===== src/rtl/pc_fetch_sequencer_pkg.sv =====
// Shared types and constants for the PC fetch sequencer.
// Optional misaligned-target trap: PCFETCH_MISALIGN_TRAP_EN.
package pc_fetch_sequencer_pkg;

  localparam logic [31:0] DEFAULT_RESET_PC    = 32'h0000_0000;
  localparam logic [31:0] DEFAULT_TRAP_VECTOR = 32'h0000_0100;

  typedef enum logic [1:0] {
    PCSEL_SEQ  = 2'd0,
    PCSEL_BR   = 2'd1,
    PCSEL_JMP  = 2'd2,
    PCSEL_JALR = 2'd3
  } pc_sel_e;

  typedef enum logic [1:0] {
    S_REQ  = 2'd0,
    S_WAIT = 2'd1,
    S_HOLD = 2'd2
  } state_e;

  function automatic logic is_misaligned(input logic [1:0] lsb);
    return lsb != 2'b00;
  endfunction

endpackage


===== src/rtl/pc_fetch_sequencer_next_pc_select.sv =====
// Next-PC priority encoder: jalr > jmp > branch > sequential.
// Purely combinational; produces the select code and the chosen target.
module next_pc_select
  import pc_fetch_sequencer_pkg::*;
#(
  parameter int XLEN = 32
) (
  input  logic [XLEN-1:0] pc_plus4,
  input  logic            br_taken,
  input  logic [XLEN-1:0] br_target,
  input  logic            jmp,
  input  logic [XLEN-1:0] jmp_target,
  input  logic            jalr,
  input  logic [XLEN-1:0] jalr_target,
  output pc_sel_e         sel,
  output logic [XLEN-1:0] target
);

  always_comb begin
    sel    = PCSEL_SEQ;
    target = pc_plus4;
    if (jalr) begin
      sel    = PCSEL_JALR;
      target = jalr_target;
    end else if (jmp) begin
      sel    = PCSEL_JMP;
      target = jmp_target;
    end else if (br_taken) begin
      sel    = PCSEL_BR;
      target = br_target;
    end
  end

endmodule


===== src/rtl/pc_fetch_sequencer.sv =====
// PC register, next-PC select and imem fetch handshake (REQ/WAIT/HOLD).
// Define PCFETCH_MISALIGN_TRAP_EN to trap misaligned targets to TRAP_VECTOR.
module pc_fetch_sequencer
  import pc_fetch_sequencer_pkg::*;
#(
  parameter int              XLEN        = 32,
  parameter logic [XLEN-1:0] RESET_PC    = DEFAULT_RESET_PC,
  parameter logic [XLEN-1:0] TRAP_VECTOR = DEFAULT_TRAP_VECTOR
) (
  input  logic            clk,
  input  logic            rst,
  output logic            imem_req_valid,
  input  logic            imem_req_ready,
  output logic [XLEN-1:0] imem_addr,
  input  logic            imem_rsp_valid,
  input  logic [XLEN-1:0] imem_rsp_data,
  output logic            instr_valid,
  input  logic            instr_ready,
  output logic [XLEN-1:0] instr,
  output logic [XLEN-1:0] pc,
  output logic [XLEN-1:0] pc_plus4,
  input  logic            br_taken,
  input  logic [XLEN-1:0] br_target,
  input  logic            jmp,
  input  logic [XLEN-1:0] jmp_target,
  input  logic            jalr,
  input  logic [XLEN-1:0] jalr_target,
  output logic [1:0]      pc_sel,
  output logic            misalign_err
);

  state_e          state_q, state_d;
  logic [XLEN-1:0] pc_q, pc_d;
  logic [XLEN-1:0] instr_q, instr_d;
  logic [XLEN-1:0] sel_target;
  logic [XLEN-1:0] next_pc;
  pc_sel_e         sel;
  logic            req_valid;
  logic            accept;

  assign pc_plus4    = pc_q + XLEN'(4);
  assign pc          = pc_q;
  assign imem_addr   = pc_q;
  assign instr       = instr_q;
  assign instr_valid = (state_q == S_HOLD);
  assign accept      = instr_valid & instr_ready;
  assign pc_sel      = instr_valid ? sel : PCSEL_SEQ;

  // Request is withheld in the reset cycle itself.
  assign imem_req_valid = req_valid & ~rst;

  next_pc_select #(
    .XLEN(XLEN)
  ) u_next_pc_select (
    .pc_plus4    (pc_plus4),
    .br_taken    (br_taken),
    .br_target   (br_target),
    .jmp         (jmp),
    .jmp_target  (jmp_target),
    .jalr        (jalr),
    .jalr_target (jalr_target),
    .sel         (sel),
    .target      (sel_target)
  );

`ifdef PCFETCH_MISALIGN_TRAP_EN
  logic misalign;
  logic misalign_q;

  assign misalign     = is_misaligned(sel_target[1:0]);
  assign next_pc      = misalign ? TRAP_VECTOR : sel_target;
  assign misalign_err = misalign_q;

  always_ff @(posedge clk) begin
    if (rst) misalign_q <= 1'b0;
    else     misalign_q <= accept & misalign;
  end
`else
  assign next_pc      = sel_target & ~XLEN'(3);
  assign misalign_err = 1'b0;
`endif

  always_comb begin
    state_d   = state_q;
    pc_d      = pc_q;
    instr_d   = instr_q;
    req_valid = 1'b0;
    unique case (state_q)
      S_REQ: begin
        req_valid = 1'b1;
        if (imem_req_ready) state_d = S_WAIT;
      end
      S_WAIT: begin
        if (imem_rsp_valid) begin
          instr_d = imem_rsp_data;
          state_d = S_HOLD;
        end
      end
      S_HOLD: begin
        if (instr_ready) begin
          pc_d    = next_pc;
          state_d = S_REQ;
        end
      end
      default: state_d = S_REQ;
    endcase
  end

  always_ff @(posedge clk) begin
    if (rst) begin
      state_q <= S_REQ;
      pc_q    <= RESET_PC;
      instr_q <= '0;
    end else begin
      state_q <= state_d;
      pc_q    <= pc_d;
      instr_q <= instr_d;
    end
  end

endmodule

===== config.mk =====
export PLATFORM = sky130hd
export DESIGN_NAME = pc_fetch_sequencer
export DESIGN_NICKNAME = d
export VERILOG_FILES = /design/src/rtl/pc_fetch_sequencer_pkg.sv /design/src/rtl/pc_fetch_sequencer_next_pc_select.sv /design/src/rtl/pc_fetch_sequencer.sv
export SDC_FILE = /design/constraint.sdc
export NUM_CORES = 1
export LEC_CHECK = 0
export BUFFER_PORTS_ARGS = -buffer_cell sky130_fd_sc_hd__buf_2
export CORE_MARGIN = 2
export CORE_UTILIZATION = 44
export CTS_CLUSTER_DIAMETER = 120
export CTS_CLUSTER_SIZE = 8
export DETAILED_ROUTE_END_ITERATION = 12
export GPL_ROUTABILITY_DRIVEN = 1
export HOLD_SLACK_MARGIN = 0.1
export PLACE_DENSITY = 0.82
export SETUP_SLACK_MARGIN = 0.4
export SLEW_MARGIN = 20
export SYNTH_ARGS = -nofsm -noshare
export SYNTH_HDL_FRONTEND = slang
export SYNTH_HIERARCHICAL = 1
export SYNTH_SLANG_ARGS = --single-unit
export TNS_END_PERCENT = 10

===== constraint.sdc =====
create_clock -name clk -period 2.1 [get_ports clk]
set_input_delay 0.42 -clock clk [delete_from_list [all_inputs] [get_ports clk]]
set_output_delay 0.42 -clock clk [all_outputs]
set_load 0.05 [all_outputs]

==> results of run 1 <==
## metrics by stage
step	util (%)	cells	setup slack (ns)
global placement	63.4	908	-0.0740
CTS	68.5	926	-0.347
floorplan	-	548	-0.353
detailed placement	63.4	908	-0.130
global route	69.9	932	-0.405
finish	69.9	932	-0.298
## metal layers
metal	GRT usage, %	up-vias	routed length, um
li1	-	2291	-
met1	27.8	2162	5280
met2	47.9	221	7550
met3	7.66	29	1110
met4	8.10	0	318
met5	0	-	0
## critical path, stage by stage, from the launching register on
cell and delay, ns:
dfxtp_4 0.37, nand4_1 0.16, nor4_4 0.31, buf_6 0.17
buf_4 0.14, nand2_1 0.08, xnor2_2 0.22, buf_6 0.20
## final cells by class
| type | instances | area share [%] |
|---|---|---|
| multi-input cells | 402 | 45.2 |
| well taps | 133 | 2.47 |
| clock buffers | 9 | 1.84 |
| flip-flops and latches | 64 | 20.1 |
| repair buffers | 310 | 28.9 |
| clock inverters | 7 | 1.06 |
| inverters | 7 | 0.390 |
## state kept, by name (all words and copies together) (netlist names)
| register | count |
|---|---|
| state_q | 2 |
| imem_addr | 30 |
| instr | 32 |
## power breakdown
group	internal [mW]	leakage (nW)	switching (mW)
Combinational	0.301	2.51	0.491
Sequential	1.23	0.536	0.0227
Clock	0.548	0.0995	0.496
## final timing paths
| kind | end | cells past startpoint | startpoint | slack [ns] |
|---|---|---|---|---|
| max reg2reg | imem_addr[30] | 11 | imem_addr[13] | -0.11 |
| min reg2reg | instr[24] | 2 | instr[24] | 0.45 |
| min | instr[27] | 3 | imem_rsp_data[27] | 0.31 |
| max | pc_plus4[19] | 7 | imem_addr[2] | -0.30 |
## repair_timing
item,CTS,global route
cloned,0,0
pin swaps,33,24
setup endpoints to repair,55,57
resized for setup,81,21
buffers inserted,2,6
==> out/metrics.yaml, run 1 <==
detailed_routing:
  drt_iter0_drc: 120
  drc: 0
  wl_per_cell_um: 15.3
  dr.pass1.iters: 4
  ant_nets: 0
  vias: 4703
  routed_wl_um: 14300
  via_per_inst: 5.05
clock_network:
  clock-sinks: 64
  clkTransAtPathRegs_ns: 0.08
  clock-root-buffer: "clkbuf_8"
  clock_latency_ns: 0.34
  ctsLongestPathBuffers: 2
  cts_hold_buf: 0
  htreeDepth: 3
  cts_buffers: 9
  cts_tree: "yes"
placed_design:
  placed_cell_area_sq_um: 6110
  gp_congestion: 0.833
  dp_hpwl_um: 10500
  port-buffer-count: 255
logic_synthesis:
  ys.warnings.count: 6
  syn_inst: 542
  synth.cell_area_sq_um: 4310
  syn_avg_cell_area_sq_um: 7.96
setup_path:
  cp.required_ns: 1.68
  arrival_ns: 1.98
  crit_type: "flip-flop to output port"
  worstPathMaxFanout: 7
  crit_path_start_kind: "flip-flop"
  worstSetupEndpointType: "output port"
layout:
  fin_area_sq_um: 6740
  n_antenna_cell: 0
  seqCellArea_sq_um: 1360
  fillCellCount: 762
  final_common_cell: "buf_2"
  layout.nets: 931
  layout_common_cells: "buf_2 (222), nand2_1 (130), a21oi_1 (59), buf_4 (49), dfxtp_1 (39)"
  multi_input_area_sq_um: 3050
  syn2layout_area_growth_pct: 56.2
  drive_above_1_share_pct: 54.2
sta:
  relSlewSlack_pct: 54.1
  fin_hold_ws_ns: 0.307
  worst_slew_pin_slew_ns: 0.689
  setup_slack_ns: -0.298
  min_period_ns: 2.40
  finalSetupViolations: 24
  hold_viol: 0
  period_share_pct: 114
  fin_setup_tns_ns: -4.56
  fmax_mhz: 417
  grt_setup_unrepaired: "yes"
  finalClockSkew_ns: 0.0119
  maxSlewViolCount: 0
min_path:
  hold_class: "input pin to flip-flop"
power_and_ir_drop:
  power_density_nw_per_um2: 458
  p_leak_nw: 3.15
  ir_drop_mv: 0.388
  power_mw: 3.09
global_route:
  grtUsageTotal_pct: 25.7
  antenna_found_initial: 0
  grt_pass1_vias: 4616
  grt_max_degree: 65
  grt_overflow: 0
  grt_pass1_wl_um: 21300
floorplanning:
  fp.dieH_um: 103
  floorplan.die_area_sq_um: 10600
  core_sq_um: 9640
  chipWidth_um: 103
  start_util_pct: 44.8
  fp-row-count: 36
  ioPinCount: 269
run_status:
  status: "complete, but fails checks"
  violations: "setup timing"
run:
  cap_violations: 0
Note: power is estimated with default switching activity, not from simulation.
==> run 2: changes to the inputs <==
BUFFER_PORTS_ARGS = unset   (was -buffer_cell sky130_fd_sc_hd__buf_2)
CORE_AREA = 2 2 106 108   (was unset)
CORE_MARGIN = unset   (was 2)
CORE_UTILIZATION = unset   (was 44)
DIE_AREA = 0 0 108 110   (was unset)
DONT_BUFFER_PORTS = 1   (was unset)
PLACE_DENSITY = unset   (was 0.82)
clock period = 2.73 ns   (was 2.1 ns; I/O delays follow)
==> out/metrics.yaml, run 2 (same netlist as run 1, synthesis figures left out) <==
sta:
  relSlewSlack_pct: 62.0
  hold_viol: 0
  fmax_mhz: 393
  grt_setup_unrepaired: "yes"
  worst_slew_pin_slew_ns: 0.570
  fin_setup_tns_ns: 0
  finalSetupViolations: 0
  min_period_ns: 2.54
  finalClockSkew_ns: 0.0113
  fin_hold_ws_ns: 0.264
  period_share_pct: 93.2
  maxSlewViolCount: 0
clock_network:
  clock_latency_ns: 0.34
  clock-sinks: 64
  clock-root-buffer: "clkbuf_8"
  htreeDepth: 3
  cts_tree: "yes"
  clkTransAtPathRegs_ns: 0.08
  cts_hold_buf: 0
  ctsLongestPathBuffers: 2
  cts_buffers: 9
layout:
  syn2layout_area_growth_pct: 27.8
  fillCellCount: 1021
  post-route-util_pct: 51.5
  drive_above_1_share_pct: 31.4
  n_antenna_cell: 0
  largest_register_ffs: 32
  final_common_cell: "nand2_1"
  layout.nets: 693
  layout_common_cells: "nand2_1 (132), a21oi_1 (63), buf_4 (48), dfxtp_1 (40), mux2i_1 (31)"
global_route:
  grt_pass1_wl_um: 18500
  grt_max_degree: 66
  grtUsageTotal_pct: 19.9
  grt_overflow: 0
  antenna_found_initial: 0
  grt_pass1_vias: 3813
detailed_routing:
  dr.pass1.iters: 4
  routed_wl_um: 12300
  ant_nets: 0
  wl_per_cell_um: 17.6
  drt_iter0_drc: 117
  vias: 3719
  drc: 0
  via_per_inst: 5.31
setup_path:
  worstPathMaxFanout: 5
  max_stage_delay_ns: 0.36
  slowest_stage: "dfxtp_4"
  worstSetupEndpointType: "output port"
  crit_buf_inv: 3
  critical-path-top-delay-family: "simple AND/OR/NAND/NOR gates"
  path_cells: "nand4_4 -> nor4_4 -> buf_6 -> buf_4 -> nand3_1 -> xnor2_4 -> buf_12"
  arrival_ns: 2.00
  crit_path_start_kind: "flip-flop"
  cp_num_cells: 7
  cp.required_ns: 2.18
  crit_type: "flip-flop to output port"
  reg2reg_depth: 9
floorplanning:
  chipWidth_um: 108
  fp-row-count: 38
  ioPinCount: 269
  floorplan.die_area_sq_um: 11900
  core_sq_um: 10700
  start_util_pct: 40.3
  fp.dieH_um: 110
run:
  cap_violations: 0
power_and_ir_drop:
  ir_drop_mv: 0.318
  power_density_nw_per_um2: 415
  p_leak_nw: 2.06
run_status:
  status: "complete, no violations"
min_path:
  hold_class: "input pin to flip-flop"
  holdPathStages: 1
placed_design:
  port-buffer-count: 0
  gp_congestion: 0.781
  dp_hpwl_um: 8980
==> run 2: cell types whose count changed in the layout (fill, tap and decap cells not counted), sizes merged <==
cell | previous run | this run
inv | 8 | 10
clkinvlp | 1 | 0
buf | 309 | 72
clkinv | 4 | 2
==> run 2: worst paths after layout <==
check                      from       endpoint  slack (ns)
setup / recovery  imem_addr[10]   pc_plus4[17]        0.19
setup reg to reg  imem_addr[10]  imem_addr[31]        0.61
hold reg to reg      state_q[1]     state_q[0]        0.52
hold / removal              rst      instr[18]        0.26
==> run 2: worst register-to-register path: cells and delay by family, from the launching register on <==
family                 cells  cell delay (ns)
XOR/XNOR                   1             0.26
flip-flops                 1             0.36
AND/OR/NAND/NOR            4             0.78
multiplexers               1             0.09
AO/OA/AOI/OAI              2             0.40
buffers and inverters      1             0.17
==> run 2: metrics by stage <==
stage	setup slack (ns)	power (mW)	instances	instance area, sq um
2_1_floorplan	0.275	1.40	548	4760
3_3_place_gp	0.175	1.40	680	5150
3_5_place_dp	0.147	1.41	680	5150
4_1_cts	0.110	2.33	701	5470
5_1_grt	0.0720	2.40	701	5510
6_report	0.185	2.29	701	5510
==> run 2: layout make-up <==
cell class	instances	area (sq um)	share of cell area, %
clock buffers	10	149	2.70
clock inverters	6	71.3	1.29
inverters	7	26.3	0.477
multi-input cells	402	2930	53.1
flip-flops and latches	64	1360	24.6
well taps	140	175	3.18
repair buffers	72	810	14.7
==> run 2: timing repair <==
item | 4_1_cts | 5_1_grt
pin swaps | 12 | 4
resized for setup | 13 | 11
endpoints found under the setup margin | 34 | 24
buffers inserted | 5 | 0
==> run 2: layer usage <==
metal / vias to the layer above / GRT usage [%] / wire length [um]
met5: - / 0 / 0
met3: 8 / 6.06 / 1010
met1: 1737 / 22.1 / 4810
met2: 155 / 37.0 / 6390
met4: 0 / 5.40 / 112
li1: 1819 / - / -
==> run 2: power by group <==
| group | internal (mW) | switching (mW) | total (mW) |
|---|---|---|---|
| sequential | 0.945 | 0.0807 | 1.03 |
| clock | 0.487 | 0.412 | 0.899 |
| combinational | 0.141 | 0.224 | 0.365 |
| total | 1.57 | 0.717 | 2.29 |
==> run 3: changes to the inputs <==
clock period = 3.1 ns   (was 2.73 ns; I/O delays follow)
==> out/metrics.yaml, run 3 (same netlist as run 1, synthesis figures left out) <==
setup_path:
  arrival_ns: 2.03
  worstPathMaxFanout: 8
  critical-path-top-delay-family: "simple AND/OR/NAND/NOR gates"
  crit_type: "flip-flop to output port"
  max_stage_delay_ns: 0.39
  crit_path_start_kind: "flip-flop"
  worstSetupEndpointType: "output port"
  cp.required_ns: 2.48
  crit_buf_inv: 2
  path_cells: "ha_4 -> nand3_2 -> nor4_4 -> buf_6 -> nand4_1 -> xnor2_2 -> buf_12"
  worstSetupStartpoint: "imem_addr[2]"
  timing.rr.start: "imem_addr[2]"
  slowest_stage: "dfxtp_4"
detailed_routing:
  vias: 3708
  routed_wl_um: 12300
  drt_iter0_drc: 123
  drc: 0
  wl_per_cell_um: 17.7
  via_per_inst: 5.32
  dr.pass1.iters: 4
  ant_nets: 0
run:
  cap_violations: 0
placed_design:
  dp_hpwl_um: 8980
  pre_cts_slack_ns: 0.341
  port-buffer-count: 0
  placed_cell_area_sq_um: 4880
  gp_congestion: 0.771
global_route:
  grtUsageTotal_pct: 19.8
  grt_max_degree: 66
  grt_overflow: 0
  grt_pass1_wl_um: 18400
  grt_pass1_vias: 3646
  antenna_found_initial: 0
clock_network:
  cts_tree: "yes"
  htreeDepth: 3
  clkTransAtPathRegs_ns: 0.08
  clock-sinks: 64
  clock_latency_ns: 0.34
  ctsLongestPathBuffers: 2
  cts_buffers: 9
  clock-root-buffer: "clkbuf_8"
sta:
  hold_viol: 0
  finalClockSkew_ns: 0.0105
  fin_setup_tns_ns: 0
  fmax_mhz: 378
  setup_slack_ns: 0.453
  finalSetupViolations: 0
  grt_setup_unrepaired: "yes"
  worst_slew_pin_slew_ns: 0.910
  maxSlewViolCount: 0
  min_period_ns: 2.65
  period_share_pct: 85.4
  relSlewSlack_pct: 39.0
layout:
  layout_common_cells: "nand2_1 (131), a21oi_1 (63), dfxtp_1 (53), buf_4 (43), mux2i_1 (31)"
  fin_area_sq_um: 5240
  syn2layout_area_growth_pct: 21.5
  layout.nets: 689
  drive_above_1_share_pct: 28.2
  n_antenna_cell: 0
  largest_register_ffs: 32
  post-route-util_pct: 49.0
  final_common_cell: "nand2_1"
min_path:
  hold_class: "input pin to flip-flop"
  min-delay-start: "rst"
floorplanning:
  chipWidth_um: 108
  ioPinCount: 269
  core_sq_um: 10700
  fp-row-count: 38
  fp.dieH_um: 110
  floorplan.die_area_sq_um: 11900
  start_util_pct: 40.3
power_and_ir_drop:
  power_density_nw_per_um2: 393
  p_leak_nw: 2.01
  ir_drop_mv: 0.339
  power_mw: 2.06
run_status:
  status: "complete, no violations"
==> run 3: changes by cell type in the layout (fill, tap and decap cells not counted), sizes merged <==
cell | previous run | this run
inv | 10 | 9
clkinv | 2 | 3
buf | 72 | 68
clkbuf | 10 | 9
bufinv | 1 | 2
==> run 3: report_power, final <==
group	total [mW]	switching (mW)	internal, mW
clock network	0.830	0.367	0.463
registers	0.914	0.0709	0.844
logic	0.314	0.196	0.118
total	2.06	0.634	1.42
==> run 3: timing repair <==
item                                    CTS  global route
gates resized for setup                  13            13
endpoints found under the setup margin   21            19
setup buffers                             5             0
hold buffers                              0             0
pin swaps                                 5             5
==> run 3: path summary, 6_finish.rpt <==
path | end | slack [ns] | depth (start not counted)
min | instr[17] | 0.35 | 1
max | pc_plus4[28] | 0.45 | 7
max reg2reg | imem_addr[31] | 0.92 | 11
min reg2reg | imem_addr[3] | 0.52 | 2
==> run 3: metal layers <==
| metal | share of wire (%) | global-route usage, % | wire [um] | vias up |
|---|---|---|---|---|
| met5 | 0 | 0 | 0 | - |
| met3 | 8.9 | 6.29 | 1100 | 20 |
| li1 | - | - | - | 1809 |
| met4 | 1.7 | 5.86 | 214 | 0 |
| met1 | 38 | 21.5 | 4690 | 1704 |
| met2 | 51 | 36.8 | 6340 | 175 |
==> run 3: per-stage QoR <==
step	instances	hold WS, ns
2_1_floorplan	548	0.455
3_3_place_gp	676	0.497
3_5_place_dp	676	0.498
4_1_cts	697	0.322
5_1_grt	697	0.313
6_report	697	0.351
==> run 3: final cells by class <==
cell class | instances | area (sq um)
Clock buffer | 9 | 124
Clock inverter | 7 | 104
Fill cell | 1041 | 5460
Inverter | 7 | 26.3
Multi-Input combinational cell | 402 | 2730
Sequential cell | 64 | 1300
Tap cell | 140 | 175
Timing Repair Buffer | 68 | 779
==> run 3: worst reg2reg max path: stages (launching register included) <==
cell	delay, ns
dfxtp_4	0.39
buf_12	0.15
nand4_1	0.14
nor4_4	0.18
buf_6	0.17
nand4_1	0.20
xnor2_2	0.26
buf_4	0.15
mux2i_1	0.05
a211oi_1	0.22
nand2_1	0.08
a21oi_1	0.13
